--- config.mk ---
export PLATFORM = sky130hd
export DESIGN_NAME = rsa_key_serializer
export DESIGN_NICKNAME = d
export VERILOG_FILES = /design/src/rtl/RSA_pkg.sv /design/src/rtl/rsa_key_serializer.sv
export SDC_FILE = /design/constraint.sdc
export NUM_CORES = 1
export LEC_CHECK = 0
export BUFFER_PORTS_ARGS = -buffer_cell sky130_fd_sc_hd__buf_2
export CAP_MARGIN = 20
export CORE_ASPECT_RATIO = 1.5
export CORE_MARGIN = 4
export CORE_UTILIZATION = 63
export CTS_BUF_LIST = sky130_fd_sc_hd__clkbuf_8
export DETAILED_ROUTE_END_ITERATION = 12
export PLACE_DENSITY = 0.84
export SYNTH_ARGS = -nofsm -noshare
export SYNTH_HDL_FRONTEND = slang
export SYNTH_SLANG_ARGS = --single-unit
--- constraint.sdc ---
create_clock -name clk -period 3.55 [get_ports clk]
set_clock_uncertainty 0.2 [all_clocks]
set_input_delay 0.355 -clock clk [delete_from_list [all_inputs] [get_ports clk]]
set_output_delay 0.355 -clock clk [all_outputs]
set_load 0.005 [all_outputs]
--- src/rtl/RSA_pkg.sv ---
// rtl/RSA_pkg.sv - Shared RSA widths, key/word types and the word-stream record.
package RSA_pkg;

  localparam int MOD_WIDTH = 256;
  localparam int INT_WIDTH = 32;

  typedef logic [MOD_WIDTH-1:0] KeyType;
  typedef logic [INT_WIDTH-1:0] IntType;

  // Words per key on the narrow side; shared with the deserializer.
  localparam int RSA_NWORD = MOD_WIDTH / INT_WIDTH;

  typedef struct packed {
    logic   last;
    IntType data;
  } RSAWordStream;

endpackage

--- src/rtl/rsa_key_serializer.sv ---
// rtl/rsa_key_serializer.sv - Splits one full-width RSA result into a stream of bus words.
module rsa_key_serializer
  import RSA_pkg::*;
#(
  parameter int KEY_W     = MOD_WIDTH,
  parameter int WORD_W    = INT_WIDTH,
  parameter bit MSW_FIRST = 1'b0
) (
  input  logic              clk,
  input  logic              rst_n,
  input  logic              i_valid,
  output logic              i_ready,
  input  logic [KEY_W-1:0]  i_data,
  output logic              o_valid,
  input  logic              o_ready,
  output logic [WORD_W-1:0] o_data,
  output logic              o_last
);

  localparam int NWORD = KEY_W / WORD_W;
  localparam int CNT_W = (NWORD > 1) ? $clog2(NWORD) : 1;
  localparam logic [CNT_W-1:0] LAST_CNT = CNT_W'(NWORD - 1);

  generate
    if (KEY_W % WORD_W != 0) begin : g_bad_width
      $error("rsa_key_serializer: KEY_W must be a multiple of WORD_W");
    end
  endgenerate

  typedef enum logic {
    IDLE = 1'b0,
    SEND = 1'b1
  } state_e;

  state_e             state_q, state_d;
  logic [CNT_W-1:0]   cnt_q, cnt_d;
  logic [KEY_W-1:0]   sr_q, sr_d;
  logic               at_last;
  logic               o_xfer;
  logic               accept;

  always_ff @(posedge clk or negedge rst_n) begin
    if (!rst_n) begin
      state_q <= IDLE;
      cnt_q   <= '0;
      sr_q    <= '0;
    end else begin
      state_q <= state_d;
      cnt_q   <= cnt_d;
      sr_q    <= sr_d;
    end
  end

  always_comb begin
    state_d = state_q;
    cnt_d   = cnt_q;
    sr_d    = sr_q;
    at_last = (state_q == SEND) && (cnt_q == LAST_CNT);
    o_xfer  = (state_q == SEND) && o_ready;
    // Accepting on the final transfer lets back-to-back keys stream without a bubble.
    i_ready = (state_q == IDLE) || (o_xfer && at_last);
    accept  = i_valid && i_ready;

    if (accept) begin
      sr_d    = i_data;
      cnt_d   = '0;
      state_d = SEND;
    end else if (o_xfer) begin
      if (at_last) begin
        state_d = IDLE;
        cnt_d   = '0;
      end else begin
        cnt_d = cnt_q + CNT_W'(1);
      end
      sr_d = MSW_FIRST ? (sr_q << WORD_W) : (sr_q >> WORD_W);
    end
  end

  assign o_valid = (state_q == SEND);
  assign o_last  = at_last;

  generate
    if (MSW_FIRST) begin : g_msw
      assign o_data = sr_q[KEY_W-1 -: WORD_W];
    end else begin : g_lsw
      assign o_data = sr_q[WORD_W-1:0];
    end
  endgenerate

endmodule

* Word level (Yosys, flattened, before mapping)
Index checks and enable logic that the tools add are counted.
Storage, ports and cells: output and inout port bits 35, register bits after elaboration 260, input bits 260, logic and storage cells 22
Operators by class: mux-type cells 8, bitwise logic cells 1, equality and inequality tests 1, $add $sub $neg 1, reduce and logical (&&, ||, !) cells 8
Operators by type and width (number):
- two-way mux 256 bit | 2
- two-way mux 3 bit | 3
- logical AND 1 bit | 4
- nonzero test 2 bit | 2
- adder 3 x 1 -> 3 bit (second input constant) | 1
- == test 3 bit (second input constant) | 1
- two-way mux 1 bit | 3
- AND reduction 2 bit | 1
- logical OR 1 bit | 1
- NOT 1 bit | 1

* Logic depth before layout (Yosys ltp)
word-level depth 7, depth in mapped cells 7, mapped depth without buffers 5

* Least setup slack after synthesis
Ideal clock, no wire load.
kind reg2reg, start point reg cnt_q[0], end point reg sr_q[174], library setup time 0.137 ns, stages on the path, launching flop included 8, data arrival time 1.534 ns, period minus slack after synthesis 1.871 ns, setup slack 1.679 ns, data required time 3.213 ns, buffers on the path 2, cells stage by stage dfrtp_1 ha_1 ha_1 nand2_2 buf_6 buf_4 mux2i_1 a21oi_1
On the way: word-level cells in the longest chain between the ends 6, elaborated cells between the ends (all ways) 7, classes of those cells 1 x eq/ne; 1 x mux; 5 x reduce/logical
Ends and longest elaborated chain:
- start: declaration | RTL line rsa_key_serializer.sv:36 | logic [CNT_W-1:0] cnt_q, cnt_d;
- start signal: assignment | RTL line rsa_key_serializer.sv:49 | cnt_q <= cnt_d;
- == test 3 bit * | RTL line rsa_key_serializer.sv:58 | at_last = (state_q == SEND) && (cnt_q == LAST_CNT);
- logical AND 1 bit * | RTL line rsa_key_serializer.sv:58
- logical AND 1 bit * | RTL line rsa_key_serializer.sv:61 | i_ready = (state_q == IDLE) || (o_xfer && at_last);
- logical OR 1 bit * | RTL line rsa_key_serializer.sv:61
- logical AND 1 bit * | RTL line rsa_key_serializer.sv:62 | accept = i_valid && i_ready;
- two-way mux 256 bit / nonzero test 2 bit (equally long branches)
- end signal: assignment | RTL line rsa_key_serializer.sv:50 | sr_q <= sr_d;
- end: declaration | RTL line rsa_key_serializer.sv:37 | logic [KEY_W-1:0] sr_q, sr_d;
Mark *: on every way between the ends. The rest lies on a longest branch, timed or not. A chain may end at the register's enable or synchronous reset.

* Worst setup path in the final report
start point reg cnt_q[0], end point reg sr_q[43]
Same word-level chain as after synthesis.

==> results.yml <==
die:
  fp-row-count: 72
  io_pins: 295
  die-height_um: 207.2
  dieArea_um2: 29160
  core_um2: 25940
  die_w_um: 140.8
  start_util_pct: 64.21
routing:
  antenna_left: 0
  num_vias: 16100
  drt_iter0_drc: 1756
  postRouteWirelength_um: 57850
  viasPerCell: 6.647
  firstDrtPassIters: 8
  drc_errors: 0
  wire_per_inst_um: 23.88
cells_and_area:
  drive_above_1_share_pct: 29.45
  fin_nets: 2320
  fin_util_pct: 82.21
  area_growth_syn_to_layout_pct: 28.03
  finalInstanceArea_um2: 21330
timing:
  timing.final.setup_violations: 0
  slew_violations: 0
  worst_slew_pin_slew_ns: 1.056
  finalSetupTns_ns: 0
  rsz0062_at_grt: "false"
  finalCritPeriodShare_pct: 76.57
  max_slew_margin_pct: 28.10
  finalCriticalPeriod_ns: 2.718
  fmax_mhz: 367.9
  final-hold-violation-count: 0
power:
  p_total_w: 0.01236
  power_density_nw_per_um2: 579.6
  p_leak_nw: 10.43
  worst_ir_drop_vdd_mv: 0.4320
synthesis:
  netlist-cell-type-count: 24
  synth_top_area_share_pct: 39.05
  ys_seq_elements: 260
  yosysWarnings: 0
  postSynthNetCount: 1883
  synth.top_cells.by_area: "dfrtp_1 39%, mux2_2 15%, mux2i_1 13%"
  synthesis.area_um2: 16660
  postSynthCellCount: 1621
  synth_top_area_cell: "dfrtp_1"
  synth_seq_area_share_pct: 39.05
  avgSynthCellArea_um2: 10.28
setup_path:
  cp_slowest_cell: "nand2_8"
  path_cells: "ha_1, ha_1, nand2_8, buf_4, mux2i_1, a21oi_1"
  path_delay_family: "simple AND/OR/NAND/NOR gates"
  worstSetupPathType: "register to register"
  crit_fanout: 61
  ff2ff_path_depth: 6
  path_depth: 6
  cpPeakStageDelay_ns: 0.55
  cpMostUsedCell: "ha_1"
  arrival_ns: 2.91
  critPathRequiredTime_ns: 3.74
  crit_path_start_kind: "register"
  path_buf_inv: 1
  worst_setup_path_end_kind: "register"
cts:
  path_clk_slew_ns: 0.07
  clkLatencyLatePin_ns: 0.59
  numClockSinks: 260
  cts-resized-gates: 0
  htreeDepth: 2
  cts_tree: "yes"
  cts_made_buffers: 42
  cts_max_path_buffers: 3
  cts_hold_buf: 257
  root_buffer: "clkbuf_8"
  postCtsSetupRepairBufs: 0
place:
  place_congestion: 0.8137
  placed_area_um2: 17990
  hpwl_um: 28680
  portBuffers: 294
global_routing:
  first_global_vias: 16920
  antenna_found_initial: 4
  overflow: 0
  grt_pass1_wl_um: 90670
  grt.total_usage_pct: 38.11
  grt_max_degree: 171
flow_run:
  max_cap_viol_count: 0
run_status:
  outcome: "finished clean"
hold_path:
  min_path_type: "input pin to register"
  holdPathStages: 2
-- registers in the layout, summed over array words and instances, names as in the netlist --
signal / cells
o_valid: 1
cnt_q: 3
sr_q: 256
-- cells in the final DEF, fill, tap and decap left out --
cell type / count
mux2_2: 225
inv_1: 14
dfrtp_1: 259
ha_1: 2
buf_6: 1
dfrtp_4: 1
mux2i_1: 224
clkbuf_8: 47
o21ai_1: 1
inv_6: 1
nand2b_1: 224
or2b_1: 1
a21boi_1: 1
nand2b_4: 1
buf_8: 2
clkinv_2: 9
and2_1: 1
buf_12: 15
dlygate4sd3_1: 257
clkinvlp_4: 2
buf_4: 15
a22o_1: 34
a21oi_1: 224
diode_2: 4
nor2_1: 2
nand2_8: 1
o22ai_1: 225
or2_2: 1
nor2b_2: 1
buf_2: 291
mux2i_4: 1
nand2_1: 2
-- stage by stage --
stage	std cells	worst slack (ns)	hold slack, ns
4_1_cts	2418	0.8828	0.02403
6_report	2422	0.8318	0.06256
3_5_place_dp	2090	0.9977	0.2242
2_1_floorplan	1621	1.679	-0.1406
3_3_place_gp	2090	1.035	0.2307
5_1_grt	2422	0.7682	0.05859
-- cells in the mapped netlist --
| master | number |
|---|---|
| or2b_1 | 1 |
| mux2i_1 | 224 |
| a21boi_1 | 1 |
| mux2i_2 | 1 |
| a21oi_1 | 224 |
| or2_2 | 1 |
| buf_6 | 12 |
| dfrtp_1 | 260 |
| buf_2 | 73 |
| ha_1 | 2 |
| mux2_2 | 225 |
| nand2_1 | 2 |
| nor2b_1 | 1 |
| a22o_1 | 34 |
| buf_1 | 12 |
| inv_1 | 2 |
| nand2_2 | 1 |
| and2_1 | 1 |
| o22ai_1 | 225 |
| nor2_1 | 2 |
| buf_4 | 40 |
| nand2b_1 | 225 |
| o21ai_1 | 1 |
| clkbuf_1 | 51 |
-- area by class of cell --
class	instances	area, µm²
Fill cell	1307	4616
Clock inverter	24	113.9
Tap cell	333	416.7
Clock buffer	47	646.9
Timing Repair Buffer	581	4483
Sequential cell	260	6510
Antenna cell	4	10.01
Multi-Input combinational cell	1171	9141
Inverter	2	7.507
-- path summary, 6_finish.rpt --
kind                                  end      start  slack, ns
min in group asynchronous        sr_q[28]      rst_n       0.20
max in group asynchronous         o_valid      rst_n       1.87
worst min-delay path            sr_q[162]    o_ready       0.06
worst max register to register   sr_q[43]   cnt_q[0]       0.83
worst max-delay path             sr_q[43]   cnt_q[0]       0.83
worst min register to register  sr_q[231]  sr_q[231]       0.30
-- power by group --
part / switching, W / internal [W] / leakage (nW)
logic: 0.00234 / 0.00255 / 7.04
clock network: 0.00129 / 0.00122 / 0.442
registers: 0.000966 / 0.00400 / 2.94
total: 0.00459 / 0.00777 / 10.4
-- kinds of logic (layout without fill, tap and decap cells) --
family	after synthesis	in the layout	synth area share, %
AOI/OAI and AO/OA	485	485	17.04
muxes	450	450	28.75
DFF	260	260	39.05
and+or+nand+nor	234	234	8.735
buffers and inverters	190	654	6.271
adders and majority gates	2	2	0.1502
other	0	4	0
-- per-layer routing --
layer	vias up	part of all wire, %	track usage (%)
li1	6862	-	-
met1	7758	36	45.60
met2	1155	50	64.78
met3	325	7.7	6.345
met4	0	6.5	21.23
met5	-	0	0
(Power assumes the default switching activity.)
